### src/rtl/vga_fb_pkg.sv
// vga_fb_pkg: shared types for the VGA frame-buffer write/read paths.
// Also provides default VGA mode macros when the build does not set them.
`ifndef VGA_MODE_H_VISIBLE
`define VGA_MODE_H_VISIBLE 640
`endif
`ifndef VGA_MODE_V_VISIBLE
`define VGA_MODE_V_VISIBLE 480
`endif

package vga_fb_pkg;

   typedef enum logic [1:0] {
      IDLE = 2'd0,
      CALC = 2'd1,
      SEND = 2'd2
   } wr_state_e;

   localparam logic [1:0] RESP_OKAY   = 2'b00;
   localparam logic [1:0] RESP_EXOKAY = 2'b01;
   localparam logic [1:0] RESP_SLVERR = 2'b10;
   localparam logic [1:0] RESP_DECERR = 2'b11;

endpackage

### src/rtl/vga_fb_addr_calc.sv
// vga_fb_addr_calc: registered row*H_VISIBLE + col linear address.
// The product wraps modulo 2^ADDR_W; shared with the pixel streamer.
module vga_fb_addr_calc #(
   parameter int H_VISIBLE = 640,
   parameter int X_BITS    = 10,
   parameter int Y_BITS    = 9,
   parameter int ADDR_W    = 20
) (
   input  logic              clk_i,
   input  logic              rst_ni,
   input  logic              en_i,
   input  logic [X_BITS-1:0] col_i,
   input  logic [Y_BITS-1:0] row_i,
   output logic [ADDR_W-1:0] addr_o
);

   logic [ADDR_W-1:0] addr_d;
   logic [ADDR_W-1:0] addr_q;

   // Multiply-add truncated to the address width.
   always_comb begin
      addr_d = ADDR_W'(row_i) * ADDR_W'(H_VISIBLE) + ADDR_W'(col_i);
   end

   // Capture the address when a new coordinate is presented.
   always_ff @(posedge clk_i or negedge rst_ni) begin
      if (!rst_ni) begin
         addr_q <= '0;
      end else if (en_i) begin
         addr_q <= addr_d;
      end
   end

   assign addr_o = addr_q;

endmodule

### src/rtl/vga_fb_pixel_writer.sv
// vga_fb_pixel_writer: single-pixel writes to the frame buffer via AXI.
// Optional clipping of off-screen requests: VGA_FB_PIXEL_WRITER_CLIP_EN.
module vga_fb_pixel_writer
   import vga_fb_pkg::*;
#(
   parameter int PIXEL_BITS      = 12,
   parameter int META_BITS       = 4,
   parameter int H_VISIBLE       = `VGA_MODE_H_VISIBLE,
   parameter int V_VISIBLE       = `VGA_MODE_V_VISIBLE,
   parameter int AXI_ADDR_WIDTH  = 20,
   parameter int AXI_DATA_WIDTH  = 16,
   parameter int MAX_OUTSTANDING = 4,
   localparam int X_BITS         = $clog2(H_VISIBLE),
   localparam int Y_BITS         = $clog2(V_VISIBLE)
) (
   input  logic                        clk,
   input  logic                        reset,
   input  logic                        wr_valid,
   output logic                        wr_ready,
   input  logic [X_BITS-1:0]           wr_x,
   input  logic [Y_BITS-1:0]           wr_y,
   input  logic [PIXEL_BITS-1:0]       wr_color,
   input  logic [META_BITS-1:0]        wr_meta,
   output logic [AXI_ADDR_WIDTH-1:0]   sram_axi_awaddr,
   output logic                        sram_axi_awvalid,
   input  logic                        sram_axi_awready,
   output logic [AXI_DATA_WIDTH-1:0]   sram_axi_wdata,
   output logic [AXI_DATA_WIDTH/8-1:0] sram_axi_wstrb,
   output logic                        sram_axi_wvalid,
   input  logic                        sram_axi_wready,
   input  logic [1:0]                  sram_axi_bresp,
   input  logic                        sram_axi_bvalid,
   output logic                        sram_axi_bready,
   output logic                        dropped,
   output logic                        err,
   output logic                        idle
);

   localparam int CNT_W = $clog2(MAX_OUTSTANDING + 1);
   localparam logic [CNT_W-1:0] MAX_CNT = CNT_W'(MAX_OUTSTANDING);

   wr_state_e                 state_q;
   logic                      wr_ready_q;
   logic                      awvalid_q;
   logic                      wvalid_q;
   logic                      err_q;
   logic [AXI_ADDR_WIDTH-1:0] awaddr_q;
   logic [AXI_DATA_WIDTH-1:0] wdata_q;
   logic [CNT_W-1:0]          cnt_q;
   logic [CNT_W-1:0]          cnt_d;
   logic [AXI_ADDR_WIDTH-1:0] calc_addr;

   logic accept;
   logic clip_hit;
   logic take;
   logic aw_done;
   logic w_done;
   logic send_done;
   logic b_fire;
   logic b_bad;
   logic ready_d;

`ifdef VGA_FB_PIXEL_WRITER_CLIP_EN
   logic dropped_q;
   assign clip_hit = (int'(wr_x) >= H_VISIBLE) ||
                     (int'(wr_y) >= V_VISIBLE);
   assign dropped  = dropped_q;
`else
   assign clip_hit = 1'b0;
   assign dropped  = 1'b0;
`endif

   // Handshake decode and outstanding-write bookkeeping.
   always_comb begin
      accept    = (state_q == IDLE) && wr_valid && wr_ready_q;
      take      = accept && !clip_hit;
      aw_done   = !awvalid_q || sram_axi_awready;
      w_done    = !wvalid_q || sram_axi_wready;
      send_done = (state_q == SEND) && aw_done && w_done;
      b_fire    = sram_axi_bvalid;
      b_bad     = b_fire &&
                  ((sram_axi_bresp != RESP_OKAY) || (cnt_q == '0));
      cnt_d     = cnt_q
                + CNT_W'(send_done)
                - CNT_W'(b_fire && (cnt_q != '0));
      ready_d   = (cnt_d < MAX_CNT);
   end

   vga_fb_addr_calc #(
      .H_VISIBLE (H_VISIBLE),
      .X_BITS    (X_BITS),
      .Y_BITS    (Y_BITS),
      .ADDR_W    (AXI_ADDR_WIDTH)
   ) u_addr_calc (
      .clk_i  (clk),
      .rst_ni (reset),
      .en_i   (take),
      .col_i  (wr_x),
      .row_i  (wr_y),
      .addr_o (calc_addr)
   );

   // Pixel-write FSM with registered AXI outputs and response tracking.
   always_ff @(posedge clk or negedge reset) begin
      if (!reset) begin
         state_q    <= IDLE;
         wr_ready_q <= 1'b0;
         awvalid_q  <= 1'b0;
         wvalid_q   <= 1'b0;
         awaddr_q   <= '0;
         wdata_q    <= '0;
         cnt_q      <= '0;
         err_q      <= 1'b0;
`ifdef VGA_FB_PIXEL_WRITER_CLIP_EN
         dropped_q  <= 1'b0;
`endif
      end else begin
         cnt_q <= cnt_d;
         if (b_bad) begin
            err_q <= 1'b1;
         end
`ifdef VGA_FB_PIXEL_WRITER_CLIP_EN
         dropped_q <= accept && clip_hit;
`endif
         unique case (state_q)
            IDLE: begin
               if (take) begin
                  wdata_q    <= AXI_DATA_WIDTH'({wr_color, wr_meta});
                  wr_ready_q <= 1'b0;
                  state_q    <= CALC;
               end else begin
                  wr_ready_q <= ready_d;
               end
            end
            CALC: begin
               awaddr_q   <= calc_addr;
               awvalid_q  <= 1'b1;
               wvalid_q   <= 1'b1;
               wr_ready_q <= 1'b0;
               state_q    <= SEND;
            end
            SEND: begin
               if (awvalid_q && sram_axi_awready) begin
                  awvalid_q <= 1'b0;
               end
               if (wvalid_q && sram_axi_wready) begin
                  wvalid_q <= 1'b0;
               end
               if (send_done) begin
                  wr_ready_q <= ready_d;
                  state_q    <= IDLE;
               end
            end
            default: begin
               wr_ready_q <= 1'b0;
               state_q    <= IDLE;
            end
         endcase
      end
   end

   assign wr_ready         = wr_ready_q;
   assign sram_axi_awaddr  = awaddr_q;
   assign sram_axi_awvalid = awvalid_q;
   assign sram_axi_wdata   = wdata_q;
   assign sram_axi_wstrb   = '1;
   assign sram_axi_wvalid  = wvalid_q;
   assign sram_axi_bready  = 1'b1;
   assign err              = err_q;
   assign idle             = (state_q == IDLE) && (cnt_q == '0);

endmodule

### config.mk
export PLATFORM = sky130hd
export DESIGN_NAME = vga_fb_pixel_writer
export DESIGN_NICKNAME = d
export VERILOG_FILES = /design/src/rtl/vga_fb_pkg.sv /design/src/rtl/vga_fb_addr_calc.sv /design/src/rtl/vga_fb_pixel_writer.sv
export SDC_FILE = /design/constraint.sdc
export NUM_CORES = 1
export LEC_CHECK = 0
export ABC_AREA = 1
export BUFFER_PORTS_ARGS = -buffer_cell sky130_fd_sc_hd__buf_2
export CAP_MARGIN = 0
export CELL_PAD_IN_SITES_DETAIL_PLACEMENT = 0
export CELL_PAD_IN_SITES_GLOBAL_PLACEMENT = 1
export CORE_ASPECT_RATIO = 1.1
export CORE_MARGIN = 2
export CORE_UTILIZATION = 43
export CTS_BUF_LIST = sky130_fd_sc_hd__clkbuf_4 sky130_fd_sc_hd__clkbuf_8
export CTS_CLUSTER_SIZE = 40
export DETAILED_ROUTE_END_ITERATION = 16
export GPL_TIMING_DRIVEN = 0
export PLACE_DENSITY = 0.95
export SETUP_SLACK_MARGIN = 0.05
export SYNTH_ARGS = -nofsm -noshare
export SYNTH_HDL_FRONTEND = slang
export SYNTH_SLANG_ARGS = --single-unit
export TNS_END_PERCENT = 50
### constraint.sdc
create_clock -name clk -period 6.2 [get_ports clk]
set_input_delay 0.62 -clock clk [delete_from_list [all_inputs] [get_ports clk]]
set_output_delay 0.62 -clock clk [all_outputs]
set_load 0.02 [all_outputs]
Yosys cells after proc, flatten, opt, wreduce, memory -nomap -nowiden
Index checks and enable logic that the tools add are counted.
{ "classes": {"addsub": 3, "mul": 1, "n_lt_le_gt_ge": 1, "n_eq_ne": 6, "mux": 10, "n_reduce_logical": 23} }
{ "op_table": {"columns": ["op", "count"], "rows": [
  ["$add A19 B10 Y20", 1],
  ["$mul A9 B3 Y12 const B", 1],
  ["$logic_and A1 B1 Y1", 9],
  ["$reduce_and A2 Y1", 4],
  ["$pmux W1 S2", 3],
  ["$pmux W2 S3", 1],
  ["$mux W1", 4],
  ["$mux W2", 2],
  ["$ne A2 B1 Y1 const B", 2],
  ["$ne A2 B2 Y1 const B", 2],
  ["$reduce_bool A2 Y1", 2],
  ["$add A3 B1 Y3", 1],
  ["$logic_not A3 Y1", 1],
  ["$logic_or A1 B1 Y1", 3],
  ["$lt A3 B3 Y1 const B", 1],
  ["$reduce_bool A3 Y1", 1],
  ["$sub A3 B1 Y3", 1],
  ["$eq A2 B1 Y1 const B", 1],
  ["$eq A2 B2 Y1 const B", 1],
  ["$logic_not A1 Y1", 2],
  ["$logic_not A2 Y1", 1]
]} }
{ "word_totals": {"reg_bits": 65, "inputBits": 43, "output_inout_bits": 45, "elab_cells": 53} }

Logic depth before layout (Yosys ltp)
Gate-level depths: netlist of the first run.
{ "depth": {"depth_word": 9, "depth_mapped": 15, "ltp_nobuf": 15} }

Cells and area by module
A second synthesis of the first run with hierarchy kept.
{ "unflattened": {"cells_unflattened": 422, "hier_area_um2": 3503.4} }
{ "modules_own_cells": {"columns": ["module", "n_inst", "cells_each", "area_each_um2", "seq_area_each_um2"], "rows": [
  ["vga_fb_pixel_writer", 1, 215, 1919.3, 1126.1],
  ["vga_fb_addr_calc", 1, 207, 1584.0, 500.5]
]} }

Least setup slack after synthesis of the first run
Ideal clock, no wire load.
{ "synth_timing": {"path_kind": "input -> register", "startpoint": "input port wr_y[1]", "endpoint": "register u_addr_calc.addr_q[16] (netlist: u_addr_calc.addr_o[16])", "t_arrival_ns": 2.325, "t_required_ns": 6.134, "setup_slack_ns": 3.810, "path_stages": 13, "path_buffers": 0, "cell_sequence": "ha_1 -> ha_1 -> inv_1 -> fa_1 -> nor2_1 -> nand3b_1 -> nand2_1 -> nand2_1 -> nor2_2 -> nand3_1 -> nand2_1 -> nand3_1 -> nand2_1"} }
{ "synth_via": {"elab_chain_cells": 2} }
{ "synth_lines": {"columns": ["element", "line", "rtl"], "rows": [
  ["start: declaration", "vga_fb_pixel_writer.sv:21", "input logic [Y_BITS-1:0] wr_y,"],
  ["$mul A9 B3 Y12", "vga_fb_addr_calc.sv:22", "addr_d = ADDR_W'(row_i) * ADDR_W'(H_VISIBLE) + ADDR_W'(col_i);"],
  ["$add A19 B10 Y20", "vga_fb_addr_calc.sv:22", null],
  ["end signal: assignment", "vga_fb_addr_calc.sv:30", "addr_q <= addr_d;"],
  ["end: declaration", "vga_fb_addr_calc.sv:18", "logic [ADDR_W-1:0] addr_q;"]
]} }
Every way passes these cells.
A chain may end at the register's enable or synchronous reset.

Final worst setup path of the first run
Same ends and word-level chain as after synthesis.

==> metrics.txt, run 1 <==
Worst-Skew Late Latency 0.34 ns; Final nets approximately 570; max_slew headroom 0.6051; Comb pwr share 0.404; #FFs+latches synth between 60 and 70; initial antenna violation count 0; Post-DP HPWL 5319 um; Pleak 2.352 nW; Pwr Total ~0.0019 W; startpoint class of the critical path input pin; WS Path Type in -> reg; Die X about 90 um; gpl congestion 0.7652; Achievable Freq around 0.42 GHz; number of diodes 0; first-pass GRT wire length 11910 um; Final Slew Violations 0; Synth top area share 0.4755; most numerous cell in the Yosys netlist nand2_1; clock-pin transition on the worst setup and hold timing paths about 0.07 ns; share of layout cells above drive strength 1 0.2795; Cell Area, Synth roughly 3400 um^2; Psw roughly 0.00074 W; arrival time worst endpoint 2.65 ns; fin crit share 0.3829; post-CTS setup buffer count 0; Max Cap Viol 0; Core Region between 7000 and 8000 um^2; Reg power frac 0.381; TritonCTS clock tree done; Ports just under 90; First-pass DRT Iterations 5; Row Count 34; Synth Instances between 400 and 500; Post-Layout Cell Count just over 600; final hold vios 0; Total Routed Length roughly 7000 um; multi-input logic area 1513 um^2; effective utilization at floorplan 0.4370; Worst Path Max Fanout 3; RSZ-0062 raised after global routing false; Critical Path RT around 6.5 ns; final setup TNS 0 ns; die area around 8700 um^2; Worst IR Drop VDD 0.0001653 V; DRC Markers 0; number of routed nets with antenna violations 0; H-tree levels 3; worst r2r src state_q[0]$_DFFE_PN0P_; Post-synth EDFFs 0; Pint ~0.0011 W; CTS root buf clkbuf_8; Register-to-Register Path Depth 11; Worst Setup SP wr_y[1]; GRT Total Usage 0.1734; WL/cell 11.27 um; outcome complete, no violations; sequential fraction of the synthesis area 0.4755; endpoint class of the critical path flop; ys flop type dfrtp_1; Worst-Margin Slew between 0.5 and 0.6 ns; Yosys cell types 35; yosys warns 0; Num Clock Sinks 65; skew final a little over 0.009 ns; P per Cell Area approximately 440 nW/um^2; Switching Fraction 0.3945; I/O Buffers 83; vias 2816; Layout area overhead 23.59%; Final Hold Slack 0.2796 ns; Commonest cells post-synth nand2_1 (144), dfrtp_1 (65), inv_1 (49), o21ai_0 (24), ha_1 (19); ys async rst share 1.000; Hold-fix buffers, CTS 0; vias in the first global route about 2700; CTS Buf Count 9; Inst Count DP 600; post-CTS resize count 0; Synth Area per Inst between 8 and 9 um^2; pin count of the biggest net entering global routing 40; final setup fails 0; post-layout minimum cycle time between 2 and 2.5 ns; CTS max path bufs 2; hold crit path type in -> async; storage element area 1627 um^2; reg2reg end wr_ready$_DFFE_PN0P_; R2R Setup Slk 3.88 ns; top post-synthesis cells by area dfrtp_1 (48%), nand2_1 (16%), ha_1 (6.9%), inv_1 (5.4%), o21ai_0 (3.5%); vias per std cell ~4.6; number of fill cells 775; 1st-iter DRT viols approximately 120; clock power share 0.215; total gr overflow 0; leading area contributor after synthesis dfrtp_1; Die Height ~98 um
==> layout by cell type, fill, tap and decap left out, types with 2 or more instances in the layout <==
cell	Yosys	final
a21oi_1	4	4
buf_2	3	86
buf_4	5	5
bufinv_16	0	2
clkbuf_1	5	5
clkbuf_8	0	11
clkinv_2	0	2
conb_1	2	4
dfrtp_1	65	65
fa_1	3	3
ha_1	19	19
inv_1	49	49
inv_2	6	6
nand2_1	144	144
nand2_2	5	5
nand2_4	4	4
nand3_1	15	15
nand3_2	6	6
nand3b_1	3	3
nor2_1	13	13
nor2_2	4	4
nor2_4	2	2
nor3_1	2	2
o21ai_0	24	24
o21ai_1	3	3
o21ai_2	2	2
o21bai_1	3	3
o22ai_1	4	4
xnor2_1	2	2
==> routing by layer <==
layer  share of wire  track usage  vias up
met2            0.51       0.2945       65
met5               0            0        -
met4           0.017      0.06889        0
met1            0.43       0.2141     1284
met3           0.046      0.03144       12
li1                -            -     1455
==> registers in the layout, indices dropped and copies added (netlist names) <==
name	count
sram_axi_awaddr	20
u_addr_calc.addr_o	20
sram_axi_wdata	16
cnt_q	3
state_q	2
err	1
sram_axi_awvalid	1
sram_axi_wvalid	1
wr_ready	1
==> kinds of logic (layout without fill, tap and decap cells) <==
kind of cell               count (synthesis)  in the layout  synth area share
and+or+nand+nor                          203            203            0.2721
buffers and inverters                     69            169           0.08449
DFF                                       65             65            0.4755
other                                      2              4          0.002195
AOI/OAI and AO/OA                         42             42           0.06877
adders and majority gates                 22             22           0.08705
xor gates and xnor gates                   3              3          0.009878
==> cell type report <==
cell class                      instances  share of cell area
Inverter                               55             0.04883
Clock buffer                           11             0.03581
Multi-Input combinational cell        274              0.3578
Sequential cell                        65              0.3847
Timing Repair Buffer                   84              0.1030
Tap cell                              108             0.03196
Clock inverter                          5             0.01835
Buffer                                 14             0.01953
==> metrics by stage <==
step	worst slack [ns]	util	instance area, um^2
floorplan	3.810	-	3428
CTS	3.832	0.5401	4228
finish	3.826	0.5401	4228
detailed placement	3.476	0.5109	3999
global placement	3.518	0.5083	3979
global route	3.657	0.5401	4228
==> critical path, cell delays in order <==
cell and delay, ns:
buf_2 0.12, ha_1 0.29, ha_1 0.23, inv_1 0.07, fa_1 0.43, nor2_1 0.16
nand3b_1 0.09, nand2_1 0.12, nand2_1 0.10, nor2_2 0.11, nand3_1 0.08, nand2_1 0.06
nand3_1 0.10, nand2_1 0.07
==> power by group through the flow <==
stage / Clock [W] / Sequential (W) / Combinational [W]
after global placement: 0 / 0.000713 / 0.000743
after floorplan: 0 / 0.000849 / 0.000389
after global routing: 0.000429 / 0.000738 / 0.000865
after detailed placement: 0 / 0.000721 / 0.000765
after CTS: 0.000412 / 0.000716 / 0.000770
final: 0.000403 / 0.000715 / 0.000757
==> how the worst max path moves through the flow <==
stage	depth (start not counted)	to	slack, ns
CTS	14	u_addr_calc.addr_o[16]$_DFFE_PN0P_	3.83
global placement	14	u_addr_calc.addr_o[16]$_DFFE_PN0P_	3.52
detailed placement	14	u_addr_calc.addr_o[16]$_DFFE_PN0P_	3.48
floorplan	13	u_addr_calc.addr_o[16]$_DFFE_PN0P_	3.81
global route	14	u_addr_calc.addr_o[16]$_DFFE_PN0P_	3.66
finish	14	u_addr_calc.addr_o[16]$_DFFE_PN0P_	3.83
Note: power is estimated with default switching activity, not from simulation.
==> inputs of run 2 (changes only) <==
--- a/config.mk
+++ b/config.mk
@@ -5,19 +5,19 @@
 export SDC_FILE = /design/constraint.sdc
 export NUM_CORES = 1
 export LEC_CHECK = 0
-export ABC_AREA = 1
+export ABC_AREA = 0
 export BUFFER_PORTS_ARGS = -buffer_cell sky130_fd_sc_hd__buf_2
 export CAP_MARGIN = 0
 export CELL_PAD_IN_SITES_DETAIL_PLACEMENT = 0
 export CELL_PAD_IN_SITES_GLOBAL_PLACEMENT = 1
 export CORE_ASPECT_RATIO = 1.1
 export CORE_MARGIN = 2
-export CORE_UTILIZATION = 43
+export CORE_UTILIZATION = 37
 export CTS_BUF_LIST = sky130_fd_sc_hd__clkbuf_4 sky130_fd_sc_hd__clkbuf_8
 export CTS_CLUSTER_SIZE = 40
 export DETAILED_ROUTE_END_ITERATION = 16
 export GPL_TIMING_DRIVEN = 0
-export PLACE_DENSITY = 0.95
+export PLACE_DENSITY = 0.86
 export SETUP_SLACK_MARGIN = 0.05
 export SYNTH_ARGS = -nofsm -noshare
 export SYNTH_HDL_FRONTEND = slang
==> constraint.sdc (replaced) <==
create_clock -name clk -period 2 [get_ports clk]
set_input_delay 0.2 -clock clk [delete_from_list [all_inputs] [get_ports clk]]
set_output_delay 0.2 -clock clk [all_outputs]
set_load 0.02 [all_outputs]
==> metrics.txt, run 2 <==
Max Cap Viol 0 (unchanged); CTS max path bufs 2 (unchanged); total gr overflow 0 (unchanged); number of routed nets with antenna violations 0 (unchanged); clock-pin transition on the worst setup and hold timing paths 0.07 ns (about the same); post-placement cell area 3854 um^2 (-3.6%); Placement Setup Slack -0.4382 ns (-3.914 ns); Achievable Freq approximately 0.45 GHz; post-layout minimum cycle time roughly 2.2 ns; RSZ-0062 raised after global routing true; number of diodes 0 (unchanged); Yosys cell types 41 (+17%); endpoint class of the critical path flop; pin count of the biggest net entering global routing 66 (+65%); Die Height 101.2 um (+3.7%); yosys warns 0 (unchanged); WL/cell 13.03 um (+16%); Final nets 487 (-14%); fin crit share 1.122; P per Cell Area 1342 nW/um^2 (+200%); share of layout cells above drive strength 1 0.4460 (+0.1665); vias in the first global route 2511 (-8.6%); Layout Utilization 0.5261 (-0.01402); Hold Path Cell Cnt 3; Final Instance Area 4400 um^2 (+4.1%); most frequent cells in the layout nand2_1 (84), buf_2 (81), dfrtp_1 (64); violated checks setup timing; initial antenna violation count 0 (unchanged); final hold vios 0 (unchanged); most numerous cell in the Yosys netlist nand2_1; First-pass DRT Iterations 4 (-1); Core Region 8364 um^2 (+6.9%); outcome finished with violations; gpl congestion 0.7354 (-3.9%); Commonest cells post-synth nand2_1 (86), dfrtp_1 (65), mux2_2 (21), ha_1 (19), o21ai_0 (14); Worst Path Max Fanout 2 (-1); Critical Path RT 2.22 ns (-4.25 ns); Synth Area per Inst 10.35 um^2 (+23%); max_slew headroom 0.4753 (-0.1298); sequential fraction of the synthesis area 0.5118 (+0.03632); TritonCTS clock tree done; R2R Setup Slk -0.24 ns (-4.12 ns); reg2reg end wr_ready$_DFFE_PN0P_; Die X 92.37 um (+3.7%); Post-synth EDFFs 0 (unchanged); Register-to-Register Path Depth 11 (unchanged); Worst IR Drop VDD 0.0004605 V (+180%); arrival time worst endpoint 2.46 ns (-0.19 ns); GRT Total Usage 0.1562 (-0.01722); final setup fails 3 (+3); Row Count 35 (+2.9%); Worst-Skew Late Latency 0.33 ns (about the same); #FFs+latches synth 65 (unchanged); vias per std cell 4.642 (+1.6%); WS Path Type reg -> reg; Num Clock Sinks 65 (unchanged); hold crit path type in -> reg; Worst-Margin Slew 0.7871 ns (+0.1947 ns); ys flop type dfrtp_1; CTS root buf clkbuf_8; first-pass GRT wire length 11520 um (-3.2%); CTS Buf Count 9 (unchanged); skew final 0.005612 ns (-0.003718 ns); startpoint class of the critical path flop; Cell Area, Synth 3178 um^2 (-7.1%); Post-DP HPWL 4869 um (-8.5%); H-tree levels 3 (unchanged); Synth top area share 0.5118 (+0.03632); top post-synthesis cells by area dfrtp_1 (51%), nand2_1 (10%), ha_1 (7.5%), mux2_2 (7.4%), xnor2_1 (2.5%); DRC Markers 0 (unchanged); most common cell after layout, fill and taps aside nand2_1; number of fill cells 779 (+0.52%); effective utilization at floorplan 0.3800 (-0.05707); Ports 88 (unchanged); Hold Path End u_addr_calc.addr_o[5]$_DFFE_PN0P_; I/O Buffers 83 (unchanged); die area 9347 um^2 (+7.6%); Total Routed Length 6999 um (+0.79%); Layout area overhead 38.46%; leading area contributor after synthesis dfrtp_1; 1st-iter DRT viols 40 (-66%); Pleak 2.255 nW (-4.1%); min-delay src wr_x[5]; worst r2r src state_q[0]$_DFFE_PN0P_; Synth Instances 307 (-24%); ys async rst share 1.000 (unchanged); worst setup margin -0.2448 ns (-4.071 ns); vias 2493 (-11%); Final Slew Violations 0 (unchanged)
[run 2: through the flow]
step                      TNS [ns]  hold slack, ns  total power, W  std cells
final                      -0.3918         0.05820        0.005907        537
after global routing       -0.6710         0.05998        0.006360        537
after CTS                  -0.3935         0.03797        0.005881        535
after detailed placement    -2.135          0.3392        0.004524        503
after global placement      -1.803          0.3907        0.004431        503
after floorplan            -0.4135        -0.09559        0.003769        309
[run 2: cell families (layout without fill, tap and decap cells)]
| group | Yosys count | in the layout | share of synthesized area |
|---|---|---|---|
| xor gates and xnor gates | 13 | 13 | 0.03583 |
| other | 2 | 4 | 0.002363 |
| and+or+nand+nor | 124 | 124 | 0.1740 |
| buffers and inverters | 27 | 144 | 0.03661 |
| adders and majority gates | 22 | 22 | 0.09370 |
| DFF | 65 | 65 | 0.5118 |
| AOI/OAI and AO/OA | 33 | 33 | 0.07126 |
| muxes | 21 | 21 | 0.07441 |
[run 2: where the power goes]
group          leakage, nW  internal [W]  switching [W]
Sequential           0.811       0.00190       0.000287
Clock               0.0998      0.000590       0.000447
Combinational         1.34       0.00119        0.00149
[run 2: layout make-up]
type                            count  area, um^2  share of cell area
Buffer                             13       70.07             0.01592
Clock buffer                       11       138.9             0.03156
Clock inverter                      4       45.04             0.01024
Inverter                           13       51.30             0.01166
Multi-Input combinational cell    217        1727              0.3924
Sequential cell                    65        1628              0.3699
Tap cell                          111       138.9             0.03156
Timing Repair Buffer              103       601.8              0.1368
[run 2: what timing repair did]
item,in CTS,in global routing
buffers inserted,16,3
pin swaps,18,16
gates resized for setup,23,24
hold buffers,1,0
hold endpoints to repair,65,0
endpoints found under the setup margin,24,27
[run 2: worst max-delay path by stage]
stage / from / end / slack (ns) / cells after the start
2_1_floorplan: state_q[0]$_DFFE_PN0P_ / wr_ready$_DFFE_PN0P_ / -0.16 / 11
3_3_place_gp: wr_y[1] / u_addr_calc.addr_o[18]$_DFFE_PN0P_ / -0.39 / 11
3_5_place_dp: wr_y[1] / u_addr_calc.addr_o[18]$_DFFE_PN0P_ / -0.44 / 11
4_1_cts: cnt_q[0]$_DFF_PN0_ / wr_ready$_DFFE_PN0P_ / -0.27 / 11
5_1_grt: state_q[0]$_DFFE_PN0P_ / wr_ready$_DFFE_PN0P_ / -0.36 / 11
6_report: state_q[0]$_DFFE_PN0P_ / wr_ready$_DFFE_PN0P_ / -0.24 / 11
[run 2: metal layers]
metal / track usage / up-vias / share of wire
met4: 0.05626 / 0 / 0.015
met2: 0.2931 / 60 / 0.54
met1: 0.1740 / 1188 / 0.40
met3: 0.03423 / 10 / 0.043
met5: 0 / - / 0
li1: - / 1235 / -
[run 2: worst max-delay path: stages, from the launching register on]
cell	delay, ns
dfrtp_2	0.43
nor2b_4	0.14
o221ai_4	0.11
ha_1	0.28
inv_1	0.04
ha_2	0.17
fa_2	0.36
xnor2_2	0.16
xnor2_2	0.21
a21oi_2	0.04
a31oi_1	0.14
nor2_1	0.06
==> inputs of run 3 (changes only) <==
==> constraint.sdc (replaced) <==
create_clock -name clk -period 2 [get_ports clk]
set_input_delay 0.1 -clock clk [delete_from_list [all_inputs] [get_ports clk]]
set_output_delay 0.1 -clock clk [all_outputs]
set_load 0.02 [all_outputs]
==> metrics.txt, run 3 (synthesis results as in run 2) <==
outcome finished with violations; violated checks setup timing; Die Height 101.2 um (unchanged); Pint 0.003829 W (+4.0%); worst path cell trace nor2b_4 > o221ai_4 > ha_1 > inv_1 > ha_2 > fa_2 > xnor2_2 > xnor2_2 > a21oi_1 > a31oi_1 > nor2_1; Crit-path slowest cell dfrtp_2; initial antenna violation count 0 (unchanged); number of routed nets with antenna violations 0 (unchanged); Pleak 2.332 nW (+3.4%); startpoint class of the critical path flop; CTS root buf clkbuf_8; Switching Fraction 0.3654 (-0.01156); number of fill cells 735 (-5.6%); Final nets 508 (+4.3%); Post-Layout Cell Count 558 (+3.9%); endpoint class of the critical path flop; Ports 88 (unchanged); TritonCTS clock tree done; gpl congestion 0.7221 (-1.8%); Total Routed Length 6900 um (-1.4%); Register-to-Register Path Depth 11 (unchanged); worst r2r src state_q[0]$_DFFE_PN0P_; end of the critical path wr_ready$_DFFE_PN0P_; DRC Markers 0 (unchanged); Post-DP HPWL 4903 um (+0.71%); number of diodes 0 (unchanged); most frequent cells in the layout nand2_1 (86), buf_2 (84), dfrtp_1 (64); reg2reg end wr_ready$_DFFE_PN0P_; Comb pwr share 0.438 (-0.017); share of layout cells above drive strength 1 0.3870 (-0.05898); final hold vios 0 (unchanged); Worst-Margin Slew 0.6378 ns (-0.1493 ns); vias per std cell 4.647 (about the same); Layout area overhead 44.25%; GRT Total Usage 0.1535 (-0.002712); CTS max path bufs 2 (unchanged); First-pass DRT Iterations 4 (unchanged); clock-pin transition on the worst setup and hold timing paths 0.06 ns (about the same); Die X 92.37 um (unchanged); arrival time worst endpoint 2.46 ns (about the same); total gr overflow 0 (unchanged); Psw 0.002204 W (-0.99%); Row Count 35 (unchanged); WS Path Type reg -> reg; slowest cell delay on critical path 0.43 ns (about the same); RSZ-0062 raised after global routing true; min-delay src sram_axi_awready; effective utilization at floorplan 0.3800 (unchanged); Worst IR Drop VDD 0.0004987 V (+8.3%); R2R Setup Slk -0.23 ns (about the same); Achievable Freq 0.4475 GHz (+0.45%); final setup fails 2 (-1); worst setup margin -0.2348 ns (+0.01004 ns); P per Cell Area 1316 nW/um^2 (-2.0%); post-placement cell area 3862 um^2 (+0.23%); CTS Buf Count 9 (unchanged); pin count of the biggest net entering global routing 39 (-41%); vias in the first global route 2622 (+4.4%); WP buf/inv 1 (unchanged); Crit path depth 11 (unchanged); WL/cell 12.37 um (-5.1%); first-pass GRT wire length 11440 um (-0.72%); H-tree levels 3 (unchanged); vias 2593 (+4.0%); Final Instance Area 4584 um^2 (+4.2%); Critical Path RT 2.23 ns (about the same); Reg power frac 0.362 (-0.007); most common cell after layout, fill and taps aside nand2_1; Worst-Skew Late Latency 0.34 ns (about the same); clock power share 0.200 (+0.025); Final Hold Slack 0.04043 ns (-0.01777 ns); Core Region 8364 um^2 (unchanged); Final Slew Violations 0 (unchanged); Worst Setup SP state_q[0]$_DFFE_PN0P_; storage element area 1628 um^2 (unchanged); max_slew headroom 0.5748 (+0.09950); 1st-iter DRT viols 138 (+250%); Worst Path Max Fanout 2 (unchanged); skew final 0.003726 ns (-0.001886 ns); hold crit path type in -> reg; CP most frequent cell xnor2_2; fin crit share 1.117 (-0.005022); post-layout minimum cycle time 2.235 ns (-0.01004 ns); multi-input logic area 1678 um^2 (-2.8%); Max Cap Viol 0 (unchanged); Inst Count DP 504 (+0.20%); Num Clock Sinks 65 (unchanged); I/O Buffers 83 (unchanged); die area 9347 um^2 (unchanged); Placement Setup Slack -0.3435 ns (+0.09469 ns); cell family with most CP delay adder cells
==> run 3: changes by cell type in the layout (fill, tap and decap cells not counted), sizes merged <==
| cell | before | now |
|---|---|---|
| bufinv | 1 | 2 |
| clkinv | 3 | 1 |
| dlygate4sd3 | 1 | 27 |
| clkbuf | 19 | 21 |
| buf | 107 | 101 |
==> run 3: layout make-up <==
class                           instances  share of cell area
Timing Repair Buffer                  123              0.1736
Clock inverter                          3             0.01419
Multi-Input combinational cell        217              0.3660
Sequential cell                        65              0.3551
Buffer                                 14             0.01638
Tap cell                              111             0.03029
Inverter                               13             0.01119
Clock buffer                           12             0.03330
==> run 3: per-layer routing <==
| layer | track usage | up-vias | share of wire |
|---|---|---|---|
| met2 | 0.2768 | 63 | 0.52 |
| li1 | - | 1282 | - |
| met1 | 0.1779 | 1241 | 0.42 |
| met4 | 0.06429 | 0 | 0.013 |
| met3 | 0.03199 | 7 | 0.050 |
| met5 | 0 | - | 0 |
==> run 3: through the flow <==
step           setup TNS [ns]  total power (W)    util
2_1_floorplan         -0.2247         0.003777       -
6_report              -0.3347         0.006033  0.5481
4_1_cts               -0.3128         0.005965  0.5346
3_3_place_gp           -1.405         0.004430  0.4594
3_5_place_dp           -1.497         0.004519  0.4618
5_1_grt               -0.6462         0.006478  0.5481
==> run 3: worst min path at each step <==
stage,to,slack (ns),cells after the start
finish,sram_axi_awvalid$_DFFE_PN0P_,0.04,2
global route,sram_axi_awvalid$_DFFE_PN0P_,0.03,2
CTS,sram_axi_awvalid$_DFFE_PN0P_,0.02,2
detailed placement,sram_axi_awaddr[6]$_DFFE_PN0P_,0.16,1
global placement,sram_axi_wdata[4]$_DFFE_PN0P_,0.29,3
floorplan,cnt_q[0]$_DFF_PN0_,-0.20,0
==> run 3: repair_timing <==
item                                   in CTS  in global routing
buffers inserted                            9                  3
hold buffers                               27                  0
endpoints found under the hold margin      52                  0
gates resized for setup                     9                 17
pin swaps                                   8                  3
setup endpoints to repair                   6                 39
gates cloned                                0                  0
==> run 3: worst register-to-register path: cells and delay by family (launching register included) <==
kind,cells,cell delay (ns)
adders and majority gates,3,0.82
DFF,1,0.43
xor gates and xnor gates,2,0.34
AOI/OAI and AO/OA,3,0.31
and+or+nand+nor,2,0.20
buffers and inverters,1,0.04
==> run 3: power by group through the flow <==
stage,clock [W],combinational (W),sequential (W)
CTS,0.00124,0.00254,0.00219
global route,0.00130,0.00291,0.00226
finish,0.00121,0.00264,0.00218
detailed placement,0,0.00230,0.00222
floorplan,0,0.00117,0.00260
global placement,0,0.00224,0.00219
